==> src/rtl/motor_ramp_ctrl.sv <==
// Soft-start ramp controller for an SVPWM motor drive.
// Walks the drive through align, ramp, run and stop phases.
module motor_ramp_ctrl #(
    parameter int STEP_CYCLES = 500000,
    parameter int ALIGN_STEPS = 20,
    parameter int FREQ_MIN    = 3,
    parameter int AMP_ALIGN   = 20
) (
    input  logic        clk,
    input  logic        rst_n,
    input  logic        start,
    input  logic        stop,
    input  logic        fault,
    input  logic        fault_clr,
    input  logic [13:0] freq_target,
    input  logic [6:0]  amp_target,
    output logic        active,
    output logic [13:0] freq,
    output logic [6:0]  amp,
    output logic [2:0]  state,
    output logic        at_target
);

    typedef enum logic [2:0] {
        S_IDLE  = 3'd0,
        S_ALIGN = 3'd1,
        S_RAMP  = 3'd2,
        S_RUN   = 3'd3,
        S_STOP  = 3'd4,
        S_FAULT = 3'd5
    } state_t;

    localparam int CW = (STEP_CYCLES > 1) ? $clog2(STEP_CYCLES) : 1;
    localparam int AW = (ALIGN_STEPS > 1) ? $clog2(ALIGN_STEPS) : 1;
    localparam logic [CW-1:0] CNT_LAST = CW'(STEP_CYCLES - 1);
    localparam logic [AW-1:0] ALN_LAST = AW'(ALIGN_STEPS - 1);
    localparam logic [13:0]   F_MIN    = 14'(FREQ_MIN);
    localparam logic [6:0]    A_ALN    = 7'(AMP_ALIGN);
    localparam logic [6:0]    A_MAX    = 7'd100;

    state_t        cur, nxt;
    logic [CW-1:0] cnt, cnt_n;
    logic [AW-1:0] acnt, acnt_n;
    logic [13:0]   freq_n, ft;
    logic [6:0]    amp_n, at;
    logic          act_n, tick;

    assign tick  = (cnt == CNT_LAST);
    assign ft    = (freq_target < F_MIN) ? F_MIN : freq_target;
    assign at    = (amp_target > A_MAX) ? A_MAX : amp_target;
    assign state = cur;

    always_comb begin
        nxt    = cur;
        freq_n = freq;
        amp_n  = amp;
        act_n  = active;
        if (fault) begin
            nxt    = S_FAULT;
            act_n  = 1'b0;
            freq_n = '0;
            amp_n  = '0;
        end else begin
            unique case (cur)
                S_IDLE: begin
                    if (start) begin
                        nxt    = S_ALIGN;
                        act_n  = 1'b1;
                        freq_n = F_MIN;
                        amp_n  = A_ALN;
                    end
                end
                S_ALIGN: begin
                    if (stop)
                        nxt = S_STOP;
                    else if (tick && acnt == ALN_LAST)
                        nxt = S_RAMP;
                end
                S_RAMP: begin
                    if (stop) begin
                        nxt = S_STOP;
                    end else if (freq == ft && amp == at) begin
                        nxt = S_RUN;
                    end else if (tick) begin
                        // Each axis moves independently, never past its target.
                        if (freq < ft)
                            freq_n = freq + 14'd1;
                        else if (freq > ft)
                            freq_n = freq - 14'd1;
                        if (amp < at)
                            amp_n = amp + 7'd1;
                        else if (amp > at)
                            amp_n = amp - 7'd1;
                    end
                end
                S_RUN: begin
                    if (stop)
                        nxt = S_STOP;
                    else if (freq != ft || amp != at)
                        nxt = S_RAMP;
                end
                S_STOP: begin
                    if (freq == F_MIN && amp <= A_ALN) begin
                        nxt    = S_IDLE;
                        act_n  = 1'b0;
                        freq_n = '0;
                        amp_n  = '0;
                    end else if (tick) begin
                        if (freq > F_MIN)
                            freq_n = freq - 14'd1;
                        if (amp > A_ALN)
                            amp_n = amp - 7'd1;
                    end
                end
                S_FAULT: begin
                    if (fault_clr)
                        nxt = S_IDLE;
                end
                default: begin
                    nxt    = S_IDLE;
                    act_n  = 1'b0;
                    freq_n = '0;
                    amp_n  = '0;
                end
            endcase
        end
    end

    // Timers restart from zero whenever the state changes.
    always_comb begin
        cnt_n  = cnt + CW'(1);
        acnt_n = acnt;
        if (nxt != cur) begin
            cnt_n  = '0;
            acnt_n = '0;
        end else if (tick) begin
            cnt_n = '0;
            if (cur == S_ALIGN)
                acnt_n = acnt + AW'(1);
        end
    end

    always_ff @(posedge clk or negedge rst_n) begin
        if (!rst_n) begin
            cur       <= S_IDLE;
            cnt       <= '0;
            acnt      <= '0;
            active    <= 1'b0;
            freq      <= '0;
            amp       <= '0;
            at_target <= 1'b0;
        end else begin
            cur       <= nxt;
            cnt       <= cnt_n;
            acnt      <= acnt_n;
            active    <= act_n;
            freq      <= freq_n;
            amp       <= amp_n;
            at_target <= (nxt == S_RUN);
        end
    end

endmodule

==> config.mk <==
export PLATFORM = sky130hd
export DESIGN_NAME = motor_ramp_ctrl
export DESIGN_NICKNAME = d
export VERILOG_FILES = /design/src/rtl/motor_ramp_ctrl.sv
export SDC_FILE = /design/constraint.sdc
export NUM_CORES = 1
export LEC_CHECK = 0
export ABC_AREA = 0
export BUFFER_PORTS_ARGS = -buffer_cell sky130_fd_sc_hd__buf_4
export CAP_MARGIN = 20
export CORE_MARGIN = 2
export CORE_UTILIZATION = 45
export CTS_CLUSTER_DIAMETER = 50
export DETAILED_ROUTE_END_ITERATION = 10
export PLACE_DENSITY_LB_ADDON = 0.08
export SLEW_MARGIN = 5
export SYNTH_ARGS = -nofsm -noshare
export SYNTH_HDL_FRONTEND = slang
export SYNTH_SLANG_ARGS = --single-unit
==> constraint.sdc <==
create_clock -name clk -period 3.08 [get_ports clk]
set_clock_uncertainty 0.15 [all_clocks]
set_input_delay 0.154 -clock clk [delete_from_list [all_inputs] [get_ports clk]]
set_output_delay 0.154 -clock clk [all_outputs]
set_load 0.01 [all_outputs]
==> flow_summary_export.csv <==
group,metric,value,unit
logic_synthesis,synth-seq-cells,50,
pwr,power_density,390,nW/µm²
timing,slew_headroom,55.8,%
pwr,leakagePower,0.00243,µW
worst_setup_path,crit_type,"reg2reg",
clocking,cts_buffers,5,
clocking,cts-root-buf,"clkbuf_8",
die,std_cell_rows,35,
clocking,cts_tree,"done",
logic_synthesis,ys_async_sr_fraction,100,%
place,pre_cts_ws,-0.512,ns
clocking,clock_latency,0.31,ns
timing,tns,0,ns
worst_setup_path,cp-start-kind,"register",
route,dr.pass1.iters,4,
logic_synthesis,postSynthAreaPerCell,8.02,µm²
timing,period_share,95.8,%
finish,n_antenna_cell,0,
finish,n_fill_cell,865,
finish,finalNetCount,672,
logic_synthesis,synthAdderAreaFrac,8.43,%
clocking,cts_setup_buffers,0,
route,drc_errors,0,
timing,timing.fmax,339,MHz
finish,area_delta_synth_final,25.1,%
timing,tightestPinTransition,0.663,ns
logic_synthesis,synthTopCellsByArea,"dfrtp_1 30%, ha_1 8.4%, nor2_1 6.1%, nand2_1 3.6%, nand3_1 3.6%",
place,hpwlAfterDp,9.21,mm
worst_setup_path,r2r_setup_slack,0.13,ns
logic_synthesis,syn_area,4150,µm²
logic_synthesis,yosysMostFrequentCell,"nor2_1",
timing,setup_viol,0,
clocking,htreeDepth,2,
route,drt_iter0_markers,264,
timing,rsz0062_at_grt,"true",
logic_synthesis,synth_flop_cell,"dfrtp_1",
clocking,path_clk_slew,0.11,ns
worst_setup_path,worstPathArrival,3.01,ns
timing,timing.final.hold_violations,0,
outcome,status,"finished clean",
global_routing,use_met3,3.20,%
logic_synthesis,synthTopCellsByCount,"68 x nor2_1, 50 x dfrtp_1, 40 x nand2_1",
die,die_y,100,µm
global_routing,grt_first_pass_wirelength,20.0,mm
timing,whs,0.0670,ns
timing,slew_violations,0,
logic_synthesis,synth_top_family_by_area,"simple AND/OR/NAND/NOR gates",
clocking,cts_sinks,50,
die,core_area,9110,µm²
logic_synthesis,synth_edf_count,0,
route,ant_nets,0,
route,viasPerCell,5.83,
global_routing,track_usage,24.7,%
place,gp_congestion,0.996,
clocking,cts_buffer_depth,2,
logic_synthesis,synth_xor_xnor_area_share,6.11,%
route,via_count,4248,
timing,fin_crit,2.95,ns
route,wl_per_cell,16.5,µm
global_routing,antenna_found_initial,0,
die,die_w,100,µm
logic_synthesis,synth-simple-area-share,29.5,%
global_routing,top_usage_layer,"met2",
logic_synthesis,muxShareOfSynthArea,1.48,%
place,io_buffers,52,
job,max_cap_violations,0,
worst_setup_path,path_max_fanout,6,
route,wirelength,12.0,mm
logic_synthesis,synth_compound_area_share,18.2,%
die,initial_core_util,45.6,%
pwr,peakVddDrop,0.239,mV
logic_synthesis,synth.distinct_cells,69,
logic_synthesis,ys_seq_area_share,30.1,%
global_routing,grt_overflow_total,0,
min_path,hold_path_class,"in2reg",
logic_synthesis,yosysTopAreaCell,"dfrtp_1",
global_routing,grt_pass1_vias,4071,
finish,drive_above_1_share,24.3,%
die,dieArea,10000,µm²
global_routing,use_met1,34.3,%
logic_synthesis,syn-instance-count,518,
worst_setup_path,endpoint_kind,"register",
logic_synthesis,syn-num-nets,573,
logic_synthesis,synth_top_area_share,30.1,%
worst_setup_path,crit_required,3.13,ns
logic_synthesis,ys_warn_count,0,
global_routing,met2_usage,41.5,%
timing,finalWorstSetupSlack,0.129,ns
die,ios,53,
global_routing,grt_max_degree,51,
==> report_power, final <==
group / switching [µW] / internal [µW] / leakage (µW)
combinational: 495 / 384 / 0.00170
clock: 250 / 166 / 0.0000458
sequential: 38.3 / 694 / 0.000683
total: 783 / 1240 / 0.00243
==> cell type report <==
type / instances / area [µm²] / share of cell area [%]
inverters: 27 / 101 / 1.95
clock buffers: 6 / 72.6 / 1.40
multi-input cells: 413 / 2710 / 52.1
repair buffers: 120 / 906 / 17.4
clock inverters: 2 / 17.5 / 0.337
flip-flops and latches: 50 / 1250 / 24.1
well taps: 111 / 139 / 2.67
==> through the flow <==
step	total power (µW)	util, %	instances	area (µm²)
after floorplan	1260	-	518	4150
after global placement	1580	55.2	719	5020
after detailed placement	1590	55.2	719	5020
after CTS	2010	56.5	729	5150
after global routing	2170	57.0	729	5200
final	2030	57.0	729	5200
==> timing repair <==
item,CTS,global route
resized for setup,2,11
gates cloned,0,0
pin swaps,0,2
hold buffers,2,0
endpoints found under the hold margin,52,0
endpoints found under the setup margin,16,19
==> critical path, cell delays in order, from the launching register on <==
cell and delay, ns:
dfrtp_1 0.45, ha_1 0.33, nand4_1 0.17, nor3_1 0.11, a211oi_1 0.23, o22ai_1 0.10
o221a_2 0.29, buf_4 0.14, or2_1 0.30, buf_4 0.19, o21ai_0 0.14, a21bo_2 0.24
==> cell usage in the layout (no fill, tap or decap), types with 14 or more instances in the layout <==
master | Yosys | final
buf_4 | 1 | 118
nor2_1 | 68 | 66
dfrtp_1 | 50 | 48
nand2_1 | 40 | 40
nand3_1 | 30 | 30
ha_1 | 28 | 28
inv_1 | 27 | 27
o21ai_0 | 26 | 26
a21oi_1 | 22 | 22
xor2_1 | 16 | 16
nand4_1 | 14 | 14
nor3_1 | 15 | 14
==> worst paths after layout <==
kind | to | start | depth (start not counted)
worst max register to register | freq[10]$_DFFE_PN0P_ | amp[5]$_DFFE_PN0P_ | 11
worst max-delay path | freq[10]$_DFFE_PN0P_ | amp[5]$_DFFE_PN0P_ | 11
min in group asynchronous | amp[6]$_DFFE_PN0P_ | rst_n | 2
worst min register to register | cnt[0]$_DFF_PN0_ | cnt[0]$_DFF_PN0_ | 2
worst min-delay path | state[1]$_DFF_PN0_ | stop | 3
max in group asynchronous | freq[1]$_DFFE_PN0P_ | rst_n | 2
==> state kept, by name (all words and copies together) (netlist names) <==
name,count
freq,14
at_target,1
state,3
amp,7
cnt,19
acnt,5
active,1
==> logic make-up (layout without fill, tap and decap cells) <==
| logic type | Yosys count | in the layout |
|---|---|---|
| compound gates | 112 | 112 |
| xor+xnor | 29 | 29 |
| fa+ha+maj | 28 | 28 |
| buf+inv | 55 | 155 |
| flops | 50 | 50 |
| mux | 6 | 6 |
| simple gates | 238 | 238 |
==> routing by layer <==
metal  share of wire (%)  wire, µm  up-vias
li1                    -         -     2080
met1                  46      5550     2050
met2                  48      5740      105
met3                 4.4       531       13
met4                 1.7       199        0
met5                   0         0        -
Power figures use the tool's default switching activity.
